<file path="src/rtl/des_dec_iter.sv">
// Iterative DES decryptor: one Feistel round per clock on a single shared
// round datapath, with subkeys produced in reverse order by right-rotating C/D.
// Handshake: a block is taken on a rising edge where cipher_en=1 and busy=0
// (busy is the inverse of ready); plain_rdy is a one-cycle valid strobe with
// no back-pressure, and plain holds its value until the next completion.
module des_dec_iter (
    input  logic        clk,
    input  logic        rst,
    input  logic [63:0] cipher,
    input  logic        cipher_en,
    input  logic [63:0] key,
    output logic [63:0] plain,
    output logic        plain_rdy,
    output logic        busy
);

    localparam logic [0:0] ST_IDLE  = 1'b0;
    localparam logic [0:0] ST_ROUND = 1'b1;

    // Permutation tables, DES bit numbers (1 = MSB), first entry in the top byte.
    // Unused trailing bytes are padding and never selected.
    localparam logic [511:0] IP_T = {
        8'd58, 8'd50, 8'd42, 8'd34, 8'd26, 8'd18, 8'd10, 8'd2,  8'd60, 8'd52, 8'd44, 8'd36, 8'd28, 8'd20, 8'd12, 8'd4,
        8'd62, 8'd54, 8'd46, 8'd38, 8'd30, 8'd22, 8'd14, 8'd6,  8'd64, 8'd56, 8'd48, 8'd40, 8'd32, 8'd24, 8'd16, 8'd8,
        8'd57, 8'd49, 8'd41, 8'd33, 8'd25, 8'd17, 8'd9,  8'd1,  8'd59, 8'd51, 8'd43, 8'd35, 8'd27, 8'd19, 8'd11, 8'd3,
        8'd61, 8'd53, 8'd45, 8'd37, 8'd29, 8'd21, 8'd13, 8'd5,  8'd63, 8'd55, 8'd47, 8'd39, 8'd31, 8'd23, 8'd15, 8'd7};
    localparam logic [511:0] FP_T = {
        8'd40, 8'd8, 8'd48, 8'd16, 8'd56, 8'd24, 8'd64, 8'd32,  8'd39, 8'd7, 8'd47, 8'd15, 8'd55, 8'd23, 8'd63, 8'd31,
        8'd38, 8'd6, 8'd46, 8'd14, 8'd54, 8'd22, 8'd62, 8'd30,  8'd37, 8'd5, 8'd45, 8'd13, 8'd53, 8'd21, 8'd61, 8'd29,
        8'd36, 8'd4, 8'd44, 8'd12, 8'd52, 8'd20, 8'd60, 8'd28,  8'd35, 8'd3, 8'd43, 8'd11, 8'd51, 8'd19, 8'd59, 8'd27,
        8'd34, 8'd2, 8'd42, 8'd10, 8'd50, 8'd18, 8'd58, 8'd26,  8'd33, 8'd1, 8'd41, 8'd9,  8'd49, 8'd17, 8'd57, 8'd25};
    localparam logic [511:0] E_T = {
        8'd32, 8'd1,  8'd2,  8'd3,  8'd4,  8'd5,  8'd4,  8'd5,  8'd6,  8'd7,  8'd8,  8'd9,
        8'd8,  8'd9,  8'd10, 8'd11, 8'd12, 8'd13, 8'd12, 8'd13, 8'd14, 8'd15, 8'd16, 8'd17,
        8'd16, 8'd17, 8'd18, 8'd19, 8'd20, 8'd21, 8'd20, 8'd21, 8'd22, 8'd23, 8'd24, 8'd25,
        8'd24, 8'd25, 8'd26, 8'd27, 8'd28, 8'd29, 8'd28, 8'd29, 8'd30, 8'd31, 8'd32, 8'd1, {16{8'd1}}};
    localparam logic [511:0] P_T = {
        8'd16, 8'd7,  8'd20, 8'd21, 8'd29, 8'd12, 8'd28, 8'd17,  8'd1,  8'd15, 8'd23, 8'd26, 8'd5,  8'd18, 8'd31, 8'd10,
        8'd2,  8'd8,  8'd24, 8'd14, 8'd32, 8'd27, 8'd3,  8'd9,   8'd19, 8'd13, 8'd30, 8'd6,  8'd22, 8'd11, 8'd4,  8'd25, {32{8'd1}}};
    localparam logic [511:0] PC1_T = {
        8'd57, 8'd49, 8'd41, 8'd33, 8'd25, 8'd17, 8'd9,   8'd1,  8'd58, 8'd50, 8'd42, 8'd34, 8'd26, 8'd18,
        8'd10, 8'd2,  8'd59, 8'd51, 8'd43, 8'd35, 8'd27,  8'd19, 8'd11, 8'd3,  8'd60, 8'd52, 8'd44, 8'd36,
        8'd63, 8'd55, 8'd47, 8'd39, 8'd31, 8'd23, 8'd15,  8'd7,  8'd62, 8'd54, 8'd46, 8'd38, 8'd30, 8'd22,
        8'd14, 8'd6,  8'd61, 8'd53, 8'd45, 8'd37, 8'd29,  8'd21, 8'd13, 8'd5,  8'd28, 8'd20, 8'd12, 8'd4, {8{8'd1}}};
    localparam logic [511:0] PC2_T = {
        8'd14, 8'd17, 8'd11, 8'd24, 8'd1,  8'd5,  8'd3,  8'd28, 8'd15, 8'd6,  8'd21, 8'd10,
        8'd23, 8'd19, 8'd12, 8'd4,  8'd26, 8'd8,  8'd16, 8'd7,  8'd27, 8'd20, 8'd13, 8'd2,
        8'd41, 8'd52, 8'd31, 8'd37, 8'd47, 8'd55, 8'd30, 8'd40, 8'd51, 8'd45, 8'd33, 8'd48,
        8'd44, 8'd49, 8'd39, 8'd56, 8'd34, 8'd53, 8'd46, 8'd42, 8'd50, 8'd36, 8'd29, 8'd32, {16{8'd1}}};
    // S1..S8, 64 nibbles each in row-major order (row = outer bits, col = inner bits).
    localparam logic [2047:0] SBOX = {
        256'hE4D12FB83A6C59070F74E2D1A6CB953841E8D62BFC973A50FC8249175B3EA06D,
        256'hF18E6B34972DC05A3D47F28EC01A69B50E7BA4D158C6932FD8A13F42B67C05E9,
        256'hA09E63F51DC7B428D709346A285ECBF1D6498F30B12C5AE71AD069874FE3B52C,
        256'h7DE3069A1285BC4FD8B56F03472C1AE9A690CB7DF13E52843F06A1D8945BC72E,
        256'h2C417AB6853FD0E9EB2C47D150FA3986421BAD78F9C5630EB8C71E2D6F09A453,
        256'hC1AF92680D34E75BAF427C9561DE0B389EF528C3704A1DB6432C95FABE17608D,
        256'h4B2EF08D3C975A61D0B7491AE35C2F8614BDC37EAF6805926BD814A7950FE23C,
        256'hD2846FB1A93E50C71FD8A374C56B0E927B419CE206ADF35821E74A8DFC90356B};

    // Generic DES permutation: m-bit input, n-bit output, both right-aligned.
    function automatic logic [63:0] permute(input logic [63:0] x, input int m, input int n,
                                            input logic [511:0] tbl);
        logic [63:0] res;
        int          t;
        res = '0;
        for (int j = 0; j < 64; j++) begin
            t = int'(tbl[504 - 8*j +: 8]);
            if (j < n) res[n-1-j] = x[m - t];
        end
        return res;
    endfunction

    function automatic logic [31:0] sbox_layer(input logic [47:0] x);
        logic [31:0] res;
        logic [5:0]  b;
        int          e;
        res = '0;
        for (int n = 0; n < 8; n++) begin
            b = x[42 - 6*n +: 6];
            e = int'({b[5], b[0], b[4:1]});
            res[28 - 4*n +: 4] = SBOX[2044 - 256*n - 4*e +: 4];
        end
        return res;
    endfunction

    logic [0:0]  state;
    logic [3:0]  cnt;
    logic [31:0] l, r;
    logic [27:0] c, d;

    logic [1:0]  shift;
    logic [27:0] c_rot, d_rot;
    logic [47:0] subkey, e_out;
    logic [31:0] p_out, r_next;
    logic [63:0] ip_out, fp_out;
    logic [55:0] pc1_out;

    assign busy = (state == ST_ROUND);

    // Round datapath: reverse-order key rotation, f function, and input/output permutations.
    always_comb begin
        case (cnt)
            4'd0:                shift = 2'd0;
            4'd1, 4'd8, 4'd15:   shift = 2'd1;
            default:             shift = 2'd2;
        endcase
        c_rot = c;
        d_rot = d;
        if (shift == 2'd1) begin
            c_rot = {c[0], c[27:1]};
            d_rot = {d[0], d[27:1]};
        end else if (shift == 2'd2) begin
            c_rot = {c[1:0], c[27:2]};
            d_rot = {d[1:0], d[27:2]};
        end
        subkey  = 48'(permute(64'({c_rot, d_rot}), 56, 48, PC2_T));
        e_out   = 48'(permute(64'(r), 32, 48, E_T));
        p_out   = 32'(permute(64'(sbox_layer(e_out ^ subkey)), 32, 32, P_T));
        r_next  = l ^ p_out;
        ip_out  = permute(cipher, 64, 64, IP_T);
        pc1_out = 56'(permute(key, 64, 56, PC1_T));
        fp_out  = permute({r_next, r}, 64, 64, FP_T);
    end

    // Control FSM plus round-state registers; completion swaps halves through FP.
    always_ff @(posedge clk) begin
        if (rst) begin
            state     <= ST_IDLE;
            cnt       <= 4'd0;
            l         <= '0;
            r         <= '0;
            c         <= '0;
            d         <= '0;
            plain     <= '0;
            plain_rdy <= 1'b0;
        end else begin
            plain_rdy <= 1'b0;
            if (state == ST_IDLE) begin
                if (cipher_en) begin
                    {l, r} <= ip_out;
                    {c, d} <= pc1_out;
                    cnt    <= 4'd0;
                    state  <= ST_ROUND;
                end
            end else begin
                l   <= r;
                r   <= r_next;
                c   <= c_rot;
                d   <= d_rot;
                cnt <= cnt + 4'd1;
                if (cnt == 4'd15) begin
                    plain     <= fp_out;
                    plain_rdy <= 1'b1;
                    state     <= ST_IDLE;
                end
            end
        end
    end

endmodule
</file>
<file path="config.mk">
export PLATFORM = sky130hd
export DESIGN_NAME = des_dec_iter
export DESIGN_NICKNAME = d
export VERILOG_FILES = /design/src/rtl/des_dec_iter.sv
export SDC_FILE = /design/constraint.sdc
export NUM_CORES = 1
export LEC_CHECK = 0
export CORE_MARGIN = 2
export CORE_UTILIZATION = 30
export CTS_BUF_LIST = sky130_fd_sc_hd__clkbuf_16
export CTS_CLUSTER_DIAMETER = 200
export DETAILED_ROUTE_END_ITERATION = 10
export PLACE_DENSITY = 0.59
export SLEW_MARGIN = 20
export SYNTH_ARGS = -nofsm -noshare
export SYNTH_HDL_FRONTEND = slang
export SYNTH_SLANG_ARGS = --single-unit
</file>
<file path="constraint.sdc">
create_clock -name clk -period 12.3 [get_ports clk]
set_input_delay 1.845 -clock clk [delete_from_list [all_inputs] [get_ports clk]]
set_output_delay 1.845 -clock clk [all_outputs]
set_load 0.02 [all_outputs]
</file>
Word-level counts from Yosys, hierarchy flattened. Cells that the tools add are included.

Word-level logic and storage cells: 61. Flip-flop bits (word level): 190. Bits of input ports: 131. Output and inout port bits: 66.

Add/sub/neg operators: 9. Equal/unequal tests: 6. Shift operators: 8. Reductions and logical operators: 6. Multiplexer cells: 19. Bitwise gates (word level): 3.

Operators with widths (count): 2048-bit by 12-bit variable part select with 4-bit output, first input constant (4); 2048-bit by 11-bit variable part select with 4-bit output, first input constant (2); 2048-bit by 10-bit variable part select with 4-bit output, first input constant (1); 2048-bit by 9-bit variable part select with 4-bit output, first input constant (1); 28-bit 2-to-1 mux (8); 32-bit 2-to-1 mux (4); 11-bit by 8-bit subtractor with 12-bit output, first input constant (4); 48-bit XOR (1); 32-bit XOR (1); 10-bit by 8-bit subtractor with 11-bit output, first input constant (2); 9-bit by 8-bit subtractor with 10-bit output, first input constant (1); 8-bit by 8-bit subtractor with 9-bit output, first input constant (1); 4-bit equality test, second input constant (2); 4-bit 2-to-1 mux (2); 4-bit by 1-bit adder with 4-bit output, second input constant (1); 4-bit by 1-bit equality test with 1-bit output, second input constant (1); 4-bit zero test (1); 1-bit 2-to-1 mux (4); 2-bit one-hot mux with 2 select lines (1); 2-bit AND reduction (2); 3-bit by 1-bit inequality test with 1-bit output, second input constant (1); 3-bit OR reduction (1); 2-bit by 1-bit equality test with 1-bit output, second input constant (1); 2-bit equality test, second input constant (1); 3 further kinds (3).

Logic depth before layout (Yosys ltp).
Word-level depth: 11. Depth in mapped cells: 18.

Worst setup path after synthesis. Ideal clock, no wire load.

Kind: register -> register. Start point: reg cnt[0]. End point: reg r[8]. Setup time: 114 ps. Slack: 8117 ps. Data required time: 12186 ps. Cell stages (with the launch flop): 17. Arrival: 4069 ps. Clock period less this slack: 4183 ps. Buffers on the path: 3. Path through: dfxtp_1 inv_1 ha_1 mux2_2 mux2_2 clkbuf_1 a221o_1 o211a_1 buf_2 ha_1 clkbuf_1 inv_1 mux4_2 and3_1 a41oi_2 a21oi_1 a2111oi_0.

Longest elaborated chain between the ends: 11.

RTL lines: from (decl) (RTL line 88) `logic [3:0] cnt;`; from (signal assigned) (RTL line 151) `cnt <= cnt + 4'd1;`; 4-bit equality test / 4-bit by 1-bit equality test with 1-bit output (equally long branches) (RTL line 103) `case (cnt)`; 3-bit OR reduction (RTL line 103); 2-bit one-hot mux with 2 select lines * (RTL line 103); 2-bit equality test (RTL line 113) `end else if (shift == 2'd2) begin`; 28-bit 2-to-1 mux (RTL line 113); 28-bit 2-to-1 mux * (RTL line 110) `if (shift == 2'd1) begin`; 48-bit XOR * (RTL line 119) `p_out = 32'(permute(64'(sbox_layer(e_out ^ subkey)), 32, 32, P_T));`; 11-bit by 8-bit subtractor with 12-bit output * (RTL line 82) `res[28 - 4*n +: 4] = SBOX[2044 - 256*n - 4*e +: 4];`; 2048-bit by 12-bit variable part select with 4-bit output * (RTL line 82); 32-bit XOR * (RTL line 120) `r_next = l ^ p_out;`; 32-bit 2-to-1 mux * (RTL line 139) `if (state == ST_IDLE) begin`; to (signal assigned) (RTL line 141) `{l, r} <= ip_out;`; to (signal assigned) (RTL line 148) `r <= r_next;`; to (decl) (RTL line 89) `logic [31:0] l, r;`.

Mark *: on every way between the ends. The rest lies on a longest branch, timed or not. The select of a mux whose other input is x is not followed. A chain may end at the register's enable or synchronous reset.

Final worst setup path.
Start point: reg cnt[0]. End point: reg r[7].

Longest elaborated chain between the ends: 11.

RTL lines (RTL line): 4-bit equality test / 4-bit by 1-bit equality test with 1-bit output (equally long branches) (103); 3-bit OR reduction (103); 2-bit one-hot mux with 2 select lines * (103); 2-bit equality test (113); 28-bit 2-to-1 mux (113); 28-bit 2-to-1 mux * (110); 48-bit XOR * (119); 10-bit by 8-bit subtractor with 11-bit output * (82); 2048-bit by 11-bit variable part select with 4-bit output * (82); 32-bit XOR * (120); 32-bit 2-to-1 mux * (139).

Marks and branches as above.

==> impl_metrics.csv <==
group,metric,value,unit
synthesis,synth_top_cells_by_area,"dfxtp_1 (22%), mux2i_1 (7.9%), a211oi_1 (4.8%)",
synthesis,synth_compound_area_share,32.5,%
route,drtIter0Drc,1939,
die,floorplan.initialDensity,30.2,%
route,route.detailed.vias_per_inst,6.04,
placement,globalplace.congestion,0.883,
sta,worstMarginPinSlew,1.16,ns
die,floorplan.die.height,242,um
die,num_io_pins,197,
synthesis,asyncSetResetFlopFracSynth,0,%
clock_tree,cts-root-buf,"clkbuf_16",
die,area_of_the_die,58700,um2
run_status,status,"finished clean",
synthesis,synthAdderAreaFrac,4.84,%
synthesis,synth_enable_flop_cells,0,
sta,fin_tns_setup,0,ns
setup_path,worstPathMaxFanout,56,
global_route,grt_max_degree,129,
global_route,vias_in_the_first_global_route,16300,
placement,placement.setup.worst_slack,6.88,ns
clock_tree,tritoncts,"yes",
setup_path,worst_ep_arrival_time,5.93,ns
route,drcViolationCount,0,
synthesis,synth.yosys.warnings,0,
power_and_ir_drop,vdd_drop_max,126,uV
synthesis,synth.ff_latch_count,190,
setup_path,worstPathCellList,"ha_1 -> nand3_2 -> buf_4 -> nand2_1 -> o21ai_0 -> xnor2_1 -> clkinv_1 -> ha_1 -> or2_2 -> nand3_1 -> o221ai_1 -> a221oi_1 -> o21ai_0 -> a311oi_1",
clock_tree,cts-htree-levels,4,
sta,layout_worst_path_cycle_share,44.9,%
placement,hpwlAfterDp,46500,um
sta,final-max-slew-violation-count,0,
final_layout,final_util,35.0,%
clock_tree,cts_repair_resize_count,0,
final_layout,insertedDiodeCount,0,
clock_tree,cts_buffer_depth,2,
clock_tree,holdBufCountCts,0,
die,fp-row-count,87,
sta,rsz0062_at_grt,"no",
global_route,grt_first_pass_wirelength,100000,um
synthesis,synth_xor_xnor_area_share,2.09,%
synthesis,post-synth-top-area-fraction,22.3,%
setup_path,slowest_stage,"nand2_1",
synthesis,synth.net_count,2363,
route,vias,17900,
clock_tree,worst_setup_hold_path_clk_slew,0.08,ns
sta,min_period,5.52,ns
global_route,grt.overflow.total,0,
final_layout,seq_area,3810,um2
synthesis,synthSimpleGateAreaFrac,21.0,%
clock_tree,clkSinkCount,190,
sta,highest_achievable_clock_rate,0.181,GHz
power_and_ir_drop,total_leakage_power,7.29,nW
setup_path,sort_of_element_at_the_end_of_the_critical_path,"flop",
synthesis,syn_inst,2167,
sta,fin_skew,0.0149,ns
route,drt-pass1-iter-count,6,
setup_path,cp_slowest_stage_delay,0.70,ns
setup_path,worst_path_dominant_cell_family,"compound AO/OA/AOI/OAI gates",
sta,setup_viol,0,
worst_hold_path,hold_path_class,"flop to flop",
clock_tree,cts.repair_timing.setup_buffer_count,0,
power_and_ir_drop,pwr_cell_area,153,nW/um2
setup_path,critPathBufInv,2,
route,final_antenna_net_count,0,
synthesis,muxShareOfSynthArea,10.2,%
die,die_width,242,um
final_layout,post_route_cells_drive_above_1_share,6.85,%
clock_tree,clock_latency,0.51,ns
final_layout,area_growth,15.7,%
global_route,number_of_antenna_violations_at_the_first_check_in_global_routing,0,
synthesis,unique_masters_post_synth,97,
final_layout,num-fill-cells,5858,
synthesis,synth_area_per_inst,7.86,um2
placement,port_buffers,188,
global_route,grt.total_usage,21.7,%
synthesis,register_area_share_after_synthesis,22.3,%
sta,layout_setup_ws,6.78,ns
sta,worst_slew_margin_rel,22.0,%
synthesis,synth_top_cell_by_area,"dfxtp_1",
sta,finalHoldViolCount,0,
route,drt-total-wl,65800,um
setup_path,critical_path_required,12.70,ns
synthesis,area_of_the_mapped_netlist,17000,um2
synthesis,main_combinational_cell_family_by_area_after_synthesis,"compound AO/OA/AOI/OAI gates",
route,wl_per_cell,22.2,um
die,core_area,56300,um2
final_layout,combined_area_of_the_multi_input_logic_cells,12000,um2
setup_path,timing_worst_setup_path_type,"flop to flop",
setup_path,setup.worst_path.start_class,"flop",
clock_tree,cts_made_buffers,17,
job,max_cap_violations,0,
synthesis,synth_top_flop_cell,"dfxtp_1",
final_layout,fin_nets,2387,
tightest hold or removal path, delay by kind of cell, from the launching register on:
kind / cells / cell delay (ns)
AOI/OAI and AO/OA: 1 / 0.05
DFF: 1 / 0.31
and+or+nand+nor: 1 / 0.05
area by class of cell:
| cell class | instances | area share, % |
|---|---|---|
| inverter | 63 | 1.20 |
| timing repair buffer | 218 | 10.7 |
| clock inverter | 14 | 0.604 |
| sequential | 190 | 19.3 |
| clock buffer | 17 | 2.16 |
| multi-input combinational | 1701 | 61.2 |
| tap | 756 | 4.80 |
power by group:
part	switching (mW)	internal [mW]
combinational	1.02	0.651
sequential	0.113	0.661
clock	0.284	0.278
total	1.42	1.59
cell usage in the layout (no fill, tap or decap), drive strengths merged, types with 42 or more instances in the layout:
master	n
nor2	208
dfxtp	190
clkdlybuf4s50	186
nand2	173
mux2i	135
a21oi	117
a211oi	116
nand3	79
ha	65
inv	65
nor3	57
o21ai	57
o211ai	48
and3	46
a311oi	42
Yosys cell counts (all sizes together), types with 36 or more instances:
master / count
mux2i: 135
nand3: 79
o21ai: 57
a211oi: 116
ha: 65
o211ai: 48
a311oi: 42
a21oi: 117
dfxtp: 190
nor2b: 41
and3: 46
nor3: 57
nor2: 208
nand2: 173
buf: 90
clkbuf: 123
inv: 60
o211a: 40
a2111oi: 36
path summary, 6_finish.rpt:
kind,from,end,slack [ns],cells past startpoint
worst max-delay path,cnt[0],r[7],6.78,14
worst min-delay path,plain[63],plain[63],0.46,2
worst max register to register,cnt[0],r[7],6.78,14
worst min register to register,plain[63],plain[63],0.46,2
stage by stage:
| step | std cells | power (mW) | area, um2 | hold slack, ns |
|---|---|---|---|---|
| finish | 2959 | 3.01 | 19700 | 0.456 |
| global route | 2959 | 3.20 | 19700 | 0.474 |
| CTS | 2959 | 2.99 | 19700 | 0.457 |
| detailed placement | 2928 | 2.42 | 19100 | 0.446 |
| global placement | 2928 | 2.39 | 19100 | 0.446 |
| floorplan | 2167 | 2.00 | 17000 | 0.445 |
cell families (layout without fill, tap and decap cells):
kind of cell    Yosys count  in the layout
compound gates          707            707
xor+xnor                 38             38
fa+ha+maj                66             66
buf+inv                 276            312
flops                   190            190
mux                     160            160
simple gates            730            730
state kept, by name, summed over array words and instances, names as in the netlist:
| register | cells |
|---|---|
| plain_rdy | 1 |
| c | 28 |
| plain | 64 |
| busy | 1 |
| l | 32 |
| d | 28 |
| r | 32 |
| cnt | 4 |
per-layer routing:
metal  global-route usage (%)  share of wire (%)  vias to the layer above
li1                         -                  -                     8297
met1                     30.5                 46                     8763
met2                     33.7                 45                      730
met3                     3.38                6.7                       71
met4                     7.28                2.7                        0
met5                        0                  0                        -
(Power assumes the default switching activity.)
